## src/rtl/request_dispatch.sv

```systemverilog
// request_dispatch
//
// Accepts tagged messages from an inbound pipe and forwards each one as a
// single method call to one of NCHAN downstream channels. The tag selects
// the channel, where tag t picks channel t-1. A tag of 0, or one above
// NCHAN, is discarded and counted. One holding register sits between the
// pipe and the channels. When the selected channel is not ready, the held
// message blocks every channel, so delivery stays strictly in order.
//
// Ports
//   CLK                in   clock, rising edge
//   RST                in   synchronous active-high reset
//   pipe_enq__ENA      in   inbound message valid
//   pipe_enq_v         in   message: tag [31:0], then per channel meth/v
//   pipe_enq__RDY      out  block can take a message this cycle
//   request_enq__ENA   out  per-channel method enable (one-hot or zero)
//   request_enq_meth   out  held meth replicated on every channel slice
//   request_enq_v      out  held v replicated on every channel slice
//   request_enq__RDY   in   per-channel downstream ready
//   drop_count         out  saturating count of invalid-tag messages
//   busy               out  holding register occupied

module request_dispatch #(
  parameter  int NCHAN = 2,
  parameter  int ARGW  = 32,
  localparam int MSGW  = 32 + NCHAN*2*ARGW
) (
  input  logic                  CLK,
  input  logic                  RST,
  input  logic                  pipe_enq__ENA,
  input  logic [MSGW-1:0]       pipe_enq_v,
  output logic                  pipe_enq__RDY,
  output logic [NCHAN-1:0]      request_enq__ENA,
  output logic [NCHAN*ARGW-1:0] request_enq_meth,
  output logic [NCHAN*ARGW-1:0] request_enq_v,
  input  logic [NCHAN-1:0]      request_enq__RDY,
  output logic [15:0]           drop_count,
  output logic                  busy
);

  localparam int KW = (NCHAN > 1) ? $clog2(NCHAN) : 1;

  // Holding register and drop counter
  logic            valid_r;
  logic [KW-1:0]   chan_r;
  logic [ARGW-1:0] meth_r;
  logic [ARGW-1:0] v_r;
  logic [15:0]     drop_r;

  // Decode of the inbound message
  logic [31:0]     tag_s;
  logic            tag_ok_s;
  logic [KW-1:0]   chan_in_s;
  logic [ARGW-1:0] meth_in_s;
  logic [ARGW-1:0] v_in_s;

  // Handshake terms
  logic            rdy_sel_s;
  logic            fire_s;
  logic            pipe_rdy_s;
  logic            accept_s;

  // Decode the tag and pull the addressed channel's meth/v slices.
  // The full 32-bit tag is compared, so stray upper bits make a tag invalid.
  always_comb begin
    tag_s     = pipe_enq_v[31:0];
    tag_ok_s  = (tag_s >= 32'd1) && (tag_s <= 32'(NCHAN));
    chan_in_s = '0;
    meth_in_s = '0;
    v_in_s    = '0;
    for (int k = 0; k < NCHAN; k++) begin
      if (tag_s == 32'(k + 1)) begin
        chan_in_s = KW'(k);
        meth_in_s = pipe_enq_v[32 + k*2*ARGW +: ARGW];
        v_in_s    = pipe_enq_v[32 + k*2*ARGW + ARGW +: ARGW];
      end else begin
        chan_in_s = chan_in_s;
      end
    end
  end

  // Pick the ready bit of the channel that owns the held message. A loop
  // is used here instead of a direct index so that a non-power-of-two
  // NCHAN never produces an out-of-range select.
  always_comb begin
    rdy_sel_s = 1'b0;
    for (int k = 0; k < NCHAN; k++) begin
      if (chan_r == KW'(k)) begin
        rdy_sel_s = request_enq__RDY[k];
      end else begin
        rdy_sel_s = rdy_sel_s;
      end
    end
  end

  // The pipe is ready when the register is empty, or when the register
  // drains this cycle. That allows one message per cycle. Readiness
  // deliberately ignores the inbound enable and data.
  always_comb begin
    fire_s     = valid_r & rdy_sel_s;
    pipe_rdy_s = ~RST & (~valid_r | fire_s);
    accept_s   = pipe_enq__ENA & pipe_rdy_s;
  end

  // Per-channel enables and replicated data slices
  genvar g;
  generate
    for (g = 0; g < NCHAN; g++) begin : g_chan
      assign request_enq__ENA[g]              = ~RST & valid_r & (chan_r == KW'(g))
                                                & request_enq__RDY[g];
      assign request_enq_meth[g*ARGW +: ARGW] = meth_r;
      assign request_enq_v[g*ARGW +: ARGW]    = v_r;
    end
  endgenerate

  assign pipe_enq__RDY = pipe_rdy_s;
  assign drop_count    = drop_r;
  assign busy          = valid_r;

  // Holding register load/drain and the saturating drop counter.
  // An invalid-tag accept never loads the register. If it coincides with
  // a fire, the register simply empties.
  always_ff @(posedge CLK) begin
    if (RST) begin
      valid_r <= 1'b0;
      chan_r  <= '0;
      meth_r  <= '0;
      v_r     <= '0;
      drop_r  <= 16'h0000;
    end else begin
      if (accept_s && tag_ok_s) begin
        valid_r <= 1'b1;
        chan_r  <= chan_in_s;
        meth_r  <= meth_in_s;
        v_r     <= v_in_s;
      end else if (fire_s) begin
        valid_r <= 1'b0;
      end else begin
        valid_r <= valid_r;
      end
      if (accept_s && !tag_ok_s && (drop_r != 16'hFFFF)) begin
        drop_r <= drop_r + 16'd1;
      end else begin
        drop_r <= drop_r;
      end
    end
  end

endmodule

```

## config.mk

```make
export PLATFORM = sky130hd
export DESIGN_NAME = request_dispatch
export DESIGN_NICKNAME = d
export VERILOG_FILES = /design/src/rtl/request_dispatch.sv
export SDC_FILE = /design/constraint.sdc
export NUM_CORES = 1
export LEC_CHECK = 0
export ABC_AREA = 1
export CAP_MARGIN = 20
export CORE_MARGIN = 5
export CORE_UTILIZATION = 41
export CTS_CLUSTER_SIZE = 16
export DETAILED_ROUTE_END_ITERATION = 10
export PLACE_DENSITY = 0.95
export SYNTH_ARGS = -nofsm -noshare
export SYNTH_HDL_FRONTEND = slang
export SYNTH_SLANG_ARGS = --single-unit
```

## constraint.sdc

```tcl
create_clock -name CLK -period 4.4 [get_ports CLK]
set_input_delay 0.44 -clock CLK [delete_from_list [all_inputs] [get_ports CLK]]
set_output_delay 0.44 -clock CLK [all_outputs]
set_load 0.02 [all_outputs]
```

==> metrics <==
Worst path most repeated cell nor2_1; final worst slack 1.67 ns; run status complete, no violations; crit path from pipe_enq_v[12]; largest net degree at the start of global routing 81; yosys warns 0; RSZ-0062 raised after global routing no; post-synthesis compound-gate area fraction 1.52%; gpl congestion 0.915; CTS Buf Count 9; endpoint class of the critical path register; top-count cell post-synth nand2_1; CTS Buffer Depth 2; crit share post-route 61.9%; Tot GR Track Use 23.7%; worst ir drop on vdd 0.194 mV; final-stage net count 1,283; Post-DP HPWL 14,000 um; switching part of the total 20.5%; #FFs+latches synth 82; Mapped Nets 1,065; Root Driver clkbuf_16; crit path buf inv count 2; CTS H-tree depth 3; pre-CTS setup slack 1.32 ns; Critical Setup Path Class in2reg; data required time of the worst path 4.66 ns; vias in the first global route 5,835; Sequential Power Share 42.7%; Hold WC Path Type reg2reg; Vias/cell 4.75; Hold Path Origin chan_r$_SDFFE_PP0P_; total grt overflow 0; min cycle time layout 2.73 ns; clock sink total 82; CP top delay family simple AND/OR/NAND/NOR gates; number of remaining DRC errors 0; Routed Antenna Nets 0; CP max-delay cell nor2_4; max frequency 0.367 GHz; post-synthesis adder-cell area fraction 0.238%; Final Instance Count excl. Fillers 1,294; FFs w/ async S/R, synth 0%; hold buffers post-CTS 0; Syn Std Cell Area 5260 sq um; clk_lat worst skew 0.34 ns; CTS resizes 0; max-slew violation count 0; placed cells 1,278; synth unique cells 20; Fin Setup TNS 0 ns; Post-synth top cells 317 x nand2_1, 173 x nor2_1, 91 x nand3_1, 82 x dfxtp_1, 81 x inv_1; DRT iter0 DRCs 367; Area Overhead vs Synth 57.1%; Post-Syn Area per Cell 5.85 sq um; CP arrival 2.98 ns; worst hold slack 0.497 ns; post-synth top area share 31.2%; final hold vios 0; sequential fraction of the synthesis area 31.2%; P_sw 358 uW; critical-path maximum fanout 35; max_slew headroom 30.0%; measured slew at the worst slew-check pin 1.05 ns; Final setup viols 0; Worst R2R Start chan_r$_SDFFE_PP0P_; Primary FF master, synth dfxtp_1; Clock Skews 0.00627 ns; Post-CTS Setup Inserts 0; mux cell area share after synthesis 0%; initial antenna violation count 0; Comb power frac 10.7%; Pre-Repair DR Iteration Count 6; vias 6,149; IO buf count 312; initial core utilization 41.7%; type of origin of the critical path input pin; Chip Width 123 um; xor and xnor fraction of the mapped netlist area 1.83%; max_cap viols 0; cells along the critical path clkdlybuf4s50_1 -> nor2_1 -> nand2_1 -> nor2_2 -> nand3_1 -> nor2_4 -> buf_4 -> nand3_1 -> nand2_1 -> nor2_1 -> nor2_1; die height 123 um; Clock transition at path regs 0.06 ns; detailed-route wire length per cell 14.3 um; io pins 313; layout cell share with drive strength beyond 1 2.76%; CTS tree built; Post-Synthesis Cells 899; largest family of logic cells by synthesized area simple AND/OR/NAND/NOR gates; Power Internal 1.39 mW; ranking of synthesized cells by area dfxtp_1 31%, nand2_1 23%, nor2_1 12%; Power Dens Cells 211 nW/um^2; Simple-Gate Fraction of Synth Area 45.1%; die area 15,200 sq um; number of synthesized flops with an enable pin 0; Util after Layout 65.5%; leakage power 3.81 nW; Core ar. 12,600 sq um; clock share of power 46.6%; cell taking the most area after synthesis dfxtp_1; Filler cells 1,045; diode count 0; final WL 18,600 um; max incr delay on CP 0.65 ns; global-route wire length before repair 28,500 um; Site Rows 41
-- power groups by stage --
| stage | sequential (mW) | combinational [mW] | clock, mW |
|---|---|---|---|
| 5_1_grt | 0.746 | 0.198 | 0.866 |
| 2_1_floorplan | 0.764 | 0.0260 | 0 |
| 3_3_place_gp | 0.763 | 0.184 | 0 |
| 4_1_cts | 0.746 | 0.187 | 0.834 |
| 6_report | 0.746 | 0.188 | 0.814 |
| 3_5_place_dp | 0.763 | 0.186 | 0 |
-- routing by layer --
layer | global-route usage [%] | vias to the layer above | wire, um
li1 | - | 3072 | -
met1 | 26.1 | 2751 | 6920
met2 | 43.2 | 287 | 9480
met3 | 6.13 | 39 | 1610
met4 | 9.41 | 0 | 548
met5 | 0 | - | 0
-- metrics by stage --
stage / total power [mW] / area, sq um
final: 1.75 / 8270
after global routing: 1.81 / 8270
after CTS: 1.77 / 8270
after detailed placement: 0.949 / 7950
after global placement: 0.946 / 7920
after floorplan: 0.790 / 5260
-- state kept, by name, indices dropped and copies added (netlist names) --
| signal | flops |
|---|---|
| chan_r | 1 |
| busy | 1 |
| v_r | 32 |
| meth_r | 32 |
| drop_count | 16 |
-- worst min-delay path, stage by stage (launching register included) --
cell and delay (ns):
dfxtp_1 0.33, nand2_1 0.07, a21oi_1 0.05
-- cell families after synthesis --
| family | count (synthesis) |
|---|---|
| DFF | 82 |
| AOI/OAI and AO/OA | 16 |
| buffers and inverters | 195 |
| and+or+nand+nor | 594 |
| xor gates and xnor gates | 11 |
| adders and majority gates | 1 |
-- layout make-up --
class,count,area [sq um],area share [%]
multi-input combinational,622,2590,31.3
clock inverter,5,77.6,0.938
tap,172,215,2.60
sequential,82,1640,19.9
inverter,84,315,3.81
timing repair buffer,318,3190,38.6
clock buffer,11,243,2.94
-- layout by cell type, fill, tap and decap left out, types with 3 or more instances in the layout --
cell type and instances:
nand3_1 91, xnor2_1 3, inv_1 81, clkbuf_16 9
nand4_1 3, a21oi_1 16, nand2_1 316, nor2_1 171
buf_4 5, inv_2 3, clkdlybuf4s50_1 312, nor3_1 5
xor2_1 8, dfxtp_1 82
-- final timing paths --
| kind | to | cells after the start | slack, ns |
|---|---|---|---|
| setup reg to reg | meth_r[11]$_SDFFE_PP0P_ | 9 | 2.36 |
| hold reg to reg | chan_r$_SDFFE_PP0P_ | 2 | 0.50 |
| setup / recovery | meth_r[11]$_SDFFE_PP0P_ | 11 | 1.67 |
| hold / removal | chan_r$_SDFFE_PP0P_ | 2 | 0.50 |
No activity file was read; power rests on OpenSTA's default activity.
